**config.mk**
```make
export PLATFORM = sky130hd
export DESIGN_NAME = dmem_access_unit
export DESIGN_NICKNAME = d
export VERILOG_FILES = /design/src/rtl/dmem_access_unit.sv
export SDC_FILE = /design/constraint.sdc
export NUM_CORES = 1
export LEC_CHECK = 0
export CAP_MARGIN = 20
export CORE_MARGIN = 2
export CORE_UTILIZATION = 45
export DETAILED_ROUTE_END_ITERATION = 12
export PLACE_DENSITY = 0.8
export SKIP_LAST_GASP = 1
export SYNTH_ARGS = -nofsm -noshare
export SYNTH_HDL_FRONTEND = slang
export SYNTH_SLANG_ARGS = --single-unit
```
**constraint.sdc**
```tcl
create_clock -name clk -period 2.6 [get_ports clk]
set_clock_uncertainty 0.2 [all_clocks]
set_input_delay 0.65 -clock clk [delete_from_list [all_inputs] [get_ports clk]]
set_output_delay 0.65 -clock clk [all_outputs]
set_load 0.1 [all_outputs]
```
**src/rtl/dmem_access_unit.sv**
```systemverilog
// -----------------------------------------------------------------------------
// dmem_access_unit
//
// MEM-stage data-memory access unit. Accepts a load/store from the decoded
// control word, drives the data-memory port with a word address, byte mask and
// lane-replicated write data, stalls the pipeline while the access is
// outstanding, and returns sign/zero-extended load data with a one-cycle done
// pulse. Illegal funct3, misaligned addresses and memory timeouts are flagged.
//
// Parameters:
//   TIMEOUT           BUSY cycles without dmem_resp before abandoning (0 = off)
//
// Ports:
//   clk, rst_n        clock (rising edge), asynchronous active-low reset
//   req_valid         MEM-stage instruction valid
//   mem_read          load request
//   mem_write         store request
//   funct3            load/store width and signedness encoding
//   addr              effective byte address
//   store_data        rs2 value to store
//   dmem_read         registered memory read strobe
//   dmem_write        registered memory write strobe
//   dmem_address      word-aligned memory address
//   dmem_wdata        lane-replicated store data
//   dmem_byte_enable  store byte mask (0 for loads)
//   dmem_rdata        memory read data
//   dmem_resp         memory completion
//   stall             hold upstream pipeline registers
//   load_data         extended load result, valid while done=1
//   done              one-cycle completion pulse
//   fault             fault indication
//   fault_cause       0 none, 1 misaligned, 2 illegal, 3 timeout
// -----------------------------------------------------------------------------
module dmem_access_unit #(
    parameter int unsigned TIMEOUT = 32'd1024
) (
    input  logic        clk,
    input  logic        rst_n,
    input  logic        req_valid,
    input  logic        mem_read,
    input  logic        mem_write,
    input  logic [2:0]  funct3,
    input  logic [31:0] addr,
    input  logic [31:0] store_data,
    output logic        dmem_read,
    output logic        dmem_write,
    output logic [31:0] dmem_address,
    output logic [31:0] dmem_wdata,
    output logic [3:0]  dmem_byte_enable,
    input  logic [31:0] dmem_rdata,
    input  logic        dmem_resp,
    output logic        stall,
    output logic [31:0] load_data,
    output logic        done,
    output logic        fault,
    output logic [1:0]  fault_cause
);

    localparam int unsigned CW = (TIMEOUT < 32'd2) ? 32'd1 : $clog2(TIMEOUT + 32'd1);
    // Count value seen in the last permitted BUSY cycle.
    localparam logic [CW-1:0] LIMIT_M1 = (TIMEOUT == 32'd0) ? {CW{1'b0}} : CW'(TIMEOUT - 32'd1);

    typedef enum logic [1:0] {
        ST_IDLE = 2'd0,
        ST_BUSY = 2'd1,
        ST_DONE = 2'd2
    } state_t;

    // Legal funct3 for the requested operation; read+write together is illegal.
    function automatic logic f_legal(input logic rd, input logic wr, input logic [2:0] f3);
        logic ok;
        ok = 1'b0;
        if (rd && wr) begin
            ok = 1'b0;
        end else if (rd) begin
            case (f3)
                3'b000, 3'b001, 3'b010, 3'b100, 3'b101: ok = 1'b1;
                default:                                ok = 1'b0;
            endcase
        end else if (wr) begin
            case (f3)
                3'b000, 3'b001, 3'b010: ok = 1'b1;
                default:                ok = 1'b0;
            endcase
        end else begin
            ok = 1'b0;
        end
        return ok;
    endfunction

    // Natural alignment by access size (funct3[1:0]: byte, half, word).
    function automatic logic f_aligned(input logic [2:0] f3, input logic [1:0] a);
        logic ok;
        case (f3[1:0])
            2'b00:   ok = 1'b1;
            2'b01:   ok = ~a[0];
            2'b10:   ok = (a == 2'b00);
            default: ok = 1'b0;
        endcase
        return ok;
    endfunction

    // Store byte mask positioned on the addressed lane.
    function automatic logic [3:0] f_byte_en(input logic [2:0] f3, input logic [1:0] a);
        logic [3:0] be;
        case (f3[1:0])
            2'b00:   be = 4'b0001 << a;
            2'b01:   be = 4'b0011 << a;
            2'b10:   be = 4'b1111;
            default: be = 4'b0000;
        endcase
        return be;
    endfunction

    // Replicate the store value across all lanes so the mask alone selects it.
    function automatic logic [31:0] f_wdata(input logic [2:0] f3, input logic [31:0] d);
        logic [31:0] w;
        case (f3[1:0])
            2'b00:   w = {4{d[7:0]}};
            2'b01:   w = {2{d[15:0]}};
            default: w = d;
        endcase
        return w;
    endfunction

    // Shift the addressed lane down and extend it per funct3.
    function automatic logic [31:0] f_extract(input logic [2:0] f3, input logic [1:0] a,
                                              input logic [31:0] rdata);
        logic [31:0] lane;
        logic [31:0] res;
        lane = rdata >> {a, 3'b000};
        case (f3)
            3'b000:  res = {{24{lane[7]}}, lane[7:0]};
            3'b001:  res = {{16{lane[15]}}, lane[15:0]};
            3'b010:  res = rdata;
            3'b100:  res = {24'd0, lane[7:0]};
            3'b101:  res = {16'd0, lane[15:0]};
            default: res = 32'd0;
        endcase
        return res;
    endfunction

    state_t          r_state;
    state_t          w_next;
    logic [2:0]      r_f3;
    logic [1:0]      r_off;
    logic            r_is_load;
    logic            r_dmem_read;
    logic            r_dmem_write;
    logic [31:0]     r_dmem_address;
    logic [31:0]     r_dmem_wdata;
    logic [3:0]      r_dmem_be;
    logic [31:0]     r_load_data;
    logic            r_timeout;
    logic [CW-1:0]   r_cnt;

    logic            w_has_op;
    logic            w_legal;
    logic            w_aligned;
    logic            w_accept;
    logic            w_idle_fault;
    logic            w_expire;

    // Request qualification in IDLE; gated by rst_n so outputs stay 0 in reset.
    always_comb begin
        w_has_op     = req_valid & (mem_read | mem_write);
        w_legal      = f_legal(mem_read, mem_write, funct3);
        w_aligned    = f_aligned(funct3, addr[1:0]);
        w_accept     = rst_n & (r_state == ST_IDLE) & w_has_op & w_legal & w_aligned;
        w_idle_fault = rst_n & (r_state == ST_IDLE) & w_has_op & ~(w_legal & w_aligned);
        w_expire     = (TIMEOUT != 32'd0) && (r_cnt == LIMIT_M1) && !dmem_resp;
    end

    // State register.
    always_ff @(posedge clk or negedge rst_n) begin
        if (!rst_n) begin
            r_state <= ST_IDLE;
        end else begin
            r_state <= w_next;
        end
    end

    // Next-state logic; a response in the expiry cycle completes normally.
    always_comb begin
        w_next = r_state;
        case (r_state)
            ST_IDLE: begin
                if (w_accept) w_next = ST_BUSY;
                else          w_next = ST_IDLE;
            end
            ST_BUSY: begin
                if (dmem_resp)     w_next = ST_DONE;
                else if (w_expire) w_next = ST_DONE;
                else               w_next = ST_BUSY;
            end
            ST_DONE: w_next = ST_IDLE;
            default: w_next = ST_IDLE;
        endcase
    end

    // Memory port, timeout counter and load-result registers.
    always_ff @(posedge clk or negedge rst_n) begin
        if (!rst_n) begin
            r_f3           <= 3'd0;
            r_off          <= 2'd0;
            r_is_load      <= 1'b0;
            r_dmem_read    <= 1'b0;
            r_dmem_write   <= 1'b0;
            r_dmem_address <= 32'd0;
            r_dmem_wdata   <= 32'd0;
            r_dmem_be      <= 4'd0;
            r_load_data    <= 32'd0;
            r_timeout      <= 1'b0;
            r_cnt          <= {CW{1'b0}};
        end else begin
            case (r_state)
                ST_IDLE: begin
                    if (w_accept) begin
                        r_f3           <= funct3;
                        r_off          <= addr[1:0];
                        r_is_load      <= mem_read;
                        r_dmem_read    <= mem_read;
                        r_dmem_write   <= mem_write;
                        r_dmem_address <= {addr[31:2], 2'b00};
                        r_dmem_wdata   <= mem_write ? f_wdata(funct3, store_data) : 32'd0;
                        r_dmem_be      <= mem_write ? f_byte_en(funct3, addr[1:0]) : 4'd0;
                        r_cnt          <= {CW{1'b0}};
                    end else begin
                        r_cnt          <= {CW{1'b0}};
                    end
                    r_load_data <= 32'd0;
                    r_timeout   <= 1'b0;
                end
                ST_BUSY: begin
                    if (dmem_resp || w_expire) begin
                        r_dmem_read    <= 1'b0;
                        r_dmem_write   <= 1'b0;
                        r_dmem_address <= 32'd0;
                        r_dmem_wdata   <= 32'd0;
                        r_dmem_be      <= 4'd0;
                        r_cnt          <= {CW{1'b0}};
                        r_timeout      <= ~dmem_resp;
                        r_load_data    <= (dmem_resp && r_is_load) ?
                                          f_extract(r_f3, r_off, dmem_rdata) : 32'd0;
                    end else begin
                        r_cnt <= r_cnt + {{(CW-1){1'b0}}, 1'b1};
                    end
                end
                ST_DONE: begin
                    r_load_data <= 32'd0;
                    r_timeout   <= 1'b0;
                    r_is_load   <= 1'b0;
                end
                default: begin
                    r_dmem_read  <= 1'b0;
                    r_dmem_write <= 1'b0;
                    r_load_data  <= 32'd0;
                    r_timeout    <= 1'b0;
                end
            endcase
        end
    end

    // Pipeline handshake and fault reporting; IDLE faults are combinational.
    always_comb begin
        stall       = w_accept | (r_state == ST_BUSY);
        done        = (r_state == ST_DONE);
        fault       = 1'b0;
        fault_cause = 2'd0;
        if (w_idle_fault) begin
            fault       = 1'b1;
            fault_cause = w_legal ? 2'd1 : 2'd2;
        end else if ((r_state == ST_DONE) && r_timeout) begin
            fault       = 1'b1;
            fault_cause = 2'd3;
        end else begin
            fault       = 1'b0;
            fault_cause = 2'd0;
        end
    end

    assign dmem_read        = r_dmem_read;
    assign dmem_write       = r_dmem_write;
    assign dmem_address     = r_dmem_address;
    assign dmem_wdata       = r_dmem_wdata;
    assign dmem_byte_enable = r_dmem_be;
    assign load_data        = r_load_data;

endmodule

```
==> metrics.yaml <==
setup_path:
  worstSetupStartpointType: "primary input"
  slowest_delay_ns: 0.23
  worst_ep_arrival_time_ns: 1.81
  critPathMaxFanout: 3
  crit_slowest_cell: "o2111ai_4"
  crit_path_end_kind: "output pin"
  worst_ep_required_time_ns: 1.75
  cp_top_family: "buffers and inverters"
  crit_buf_inv: 5
  crit_top_cell: "buf_6"
  worstSetupPathType: "primary input to output pin"
  crit_chain: "buf_8 -> buf_6 -> o2111ai_4 -> buf_6 -> a2bb2oi_4 -> clkinvlp_4 -> buf_12"
synthesis:
  synth_cells: 507
  yosys_warnings: 0
  synth_edf_count: 0
  synth_seq_area_share_pct: 53.49
  ys_ff_latch: 120
  synth_flop_cell: "dfrtp_1"
  ys_types: 53
  avgSynthCellArea_um2: 11.07
  synthesis.area_um2: 5614
  synthArstFlopShare_pct: 100.0
run_status:
  status: "finished, violations left"
  violations: "negative setup slack"
floorplan:
  die_h_um: 115.7
  fp.coreArea_um2: 12110
  die_x_um: 115.7
  dieArea_um2: 13390
  start_util_pct: 46.35
  pin_count: 212
  rows: 40
drt:
  wl_per_cell_um: 18.98
  drcViolationCount: 0
  drt_wl_total_um: 17560
  drtIter0Drc: 313
  postRouteAntennaNets: 0
  via_per_inst: 5.637
  vias: 5214
  first_pass_iters: 5
clock_tree:
  cts_tree: "built"
  cts_buffers: 17
  ctsHtreeMaxLevel: 4
  clockBufferDepth: 2
  clock_sinks: 120
  cts_root_buf: "clkbuf_16"
  clock_latency_ns: 0.41
  clkTransAtPathRegs_ns: 0.06
hold_path:
  hp-class: "primary input to asynchronous set/reset pin"
timing:
  finalSetupViolCount: 4
  finalCritPeriodShare_pct: 102.5
  finalHoldViolations: 0
  slew_headroom_pct: 36.21
  fin_crit_ns: 2.664
  tns_ns: -0.1842
  rsz0062_at_grt: "true"
  achievable-frequency_mhz: 375.3
  drv_slew: 0
  tightest_slew_ns: 0.9533
  fin_ws_ns: -0.06429
placement:
  dp_slack_ns: -0.5755
  portBuffers: 209
  hpwlAfterDp_um: 12140
  routabilityCongestion: 0.8534
grt:
  antenna_found_initial: 0
  grt_max_degree: 121
  grt_pass1_wl_um: 27500
  grt-busiest-layer: "met2"
  grt_pass1_vias: 5388
  grt.total_usage_pct: 26.42
  overflow: 0
  met3_usage_pct: 8.734
  met2_usage_pct: 43.31
  grt_use_met1_pct: 33.55
flow_run:
  cap_violations: 0
power_and_ir_drop:
  ir_drop_mv: 0.6415
  finalPower_w: 0.007006
  leakagePower_nw: 4.172
  powerDensity_nw_per_um2: 804.1
finish:
  synthToLayoutAreaGrowth_pct: 55.18
  final_layout_size_suffix_gt1_share_pct: 31.88
  nFillCells: 874
  nets: 849
  postLayoutCoreUtil_pct: 71.93
## layout make-up
type | instances | area, um2 | area share [%]
multi-input cells | 338 | 2539 | 29.14
inverters | 6 | 26.28 | 0.3016
repair buffers | 260 | 2361 | 27.10
clock buffers | 17 | 425.4 | 4.883
clock inverters | 15 | 143.9 | 1.652
flip-flops and latches | 120 | 3004 | 34.48
well taps | 168 | 210.2 | 2.413
diodes | 1 | 2.502 | 0.02872
## routing by layer
layer	vias to the layer above	wire length, um	share of wire, %
li1	2382	-	-
met1	2557	7129	41
met2	253	8524	49
met3	22	1607	9.2
met4	0	296	1.7
met5	-	0	0
## cells in the final DEF, fill, tap and decap left out, types with 10 or more instances in the layout
master | Yosys | final
o2bb2ai_1 | 21 | 21
a21oi_1 | 33 | 31
nor2b_1 | 12 | 10
nand2_1 | 39 | 37
o21ai_0 | 28 | 26
dfrtp_1 | 120 | 119
buf_12 | 0 | 11
buf_4 | 2 | 143
a221o_2 | 10 | 10
clkbuf_16 | 0 | 17
a22o_1 | 48 | 48
clkdlybuf4s50_1 | 0 | 95
nor2_1 | 31 | 27
a211oi_1 | 14 | 14
mux2i_1 | 34 | 34
## stage by stage
stage                     hold WS [ns]  instances  cell area, um2
final                           0.1502        925            8712
after global routing            0.2188        924            8710
after CTS                       0.2218        923            8698
after detailed placement        0.2749        886            8046
after global placement          0.2698        886            8046
after floorplan                 0.1544        508            5743
## power by group
group / switching [W] / total [W] / internal (W)
Clock: 0.000927 / 0.00226 / 0.00133
Sequential: 0.000156 / 0.00222 / 0.00206
Combinational: 0.00181 / 0.00253 / 0.000716
## path summary, 6_finish.rpt
check / to / startpoint / depth (start not counted) / slack [ns]
min in group clk: load_data[5] / load_data[5] / 2 / 0.29
max: fault / mem_read / 7 / -0.06
max in group asynchronous: r_off[0] / rst_n / 2 / 1.51
min: r_cnt[4] / rst_n / 2 / 0.15
max reg2reg: dmem_read / r_cnt[1] / 8 / 0.09
min reg2reg: load_data[5] / load_data[5] / 2 / 0.29
## synthesized netlist by cell type (2+ instances only)
master     count  area (um2)
a22o_1        48       420.4
o2bb2ai_1     21       183.9
nand2_1       39       146.4
a211oi_1      14       105.1
a31oi_1        2       12.51
buf_2         10       50.05
and3_1         3       18.77
nor2_1        31       116.4
mux2i_1       34       340.3
o21ai_0       28       140.1
a211o_1        8       70.07
inv_1          6       22.52
o21a_1         2       15.01
nand4_1        2       12.51
clkbuf_1      27       101.4
a221o_1        6       60.06
mux2_2         5       56.30
or4_1          2       15.01
nor3_1         4       20.02
buf_1          2       7.510
nor2b_1       12       75.07
nand3_1        4       20.02
buf_4          2       15.01
a221o_2       10       112.6
buf_6          2       22.52
a21oi_1       33       165.2
or2_2          2       12.51
or3_1          4       25.02
dfrtp_1      120        3003
## cells by family (layout without fill, tap and decap cells)
kind of cell | Yosys count | in the layout | share of synthesized area (%)
buf+inv | 50 | 298 | 3.989
mux | 40 | 40 | 7.332
simple gates | 112 | 112 | 10.03
other cells | 1 | 3 | 0.06680
compound gates | 183 | 183 | 24.87
fa+ha+maj | 1 | 1 | 0.2228
flops | 120 | 120 | 53.49
## registers in the layout, summed over array words and instances (netlist names)
| signal | flops |
|---|---|
| load_data | 32 |
| dmem_address | 30 |
| dmem_wdata | 32 |
| r_state | 2 |
| dmem_read | 1 |
| r_is_load | 1 |
| dmem_write | 1 |
| dmem_byte_enable | 4 |
| r_cnt | 11 |
| r_f3 | 3 |
| r_off | 2 |
| r_timeout | 1 |
## what timing repair did
action | in CTS | in global routing
hold buffers | 0 | 0
resized for setup | 51 | 1
endpoints found under the setup margin | 4 | 4
setup buffers | 5 | 1
pin swaps | 8 | 4
(Power assumes the default switching activity.)
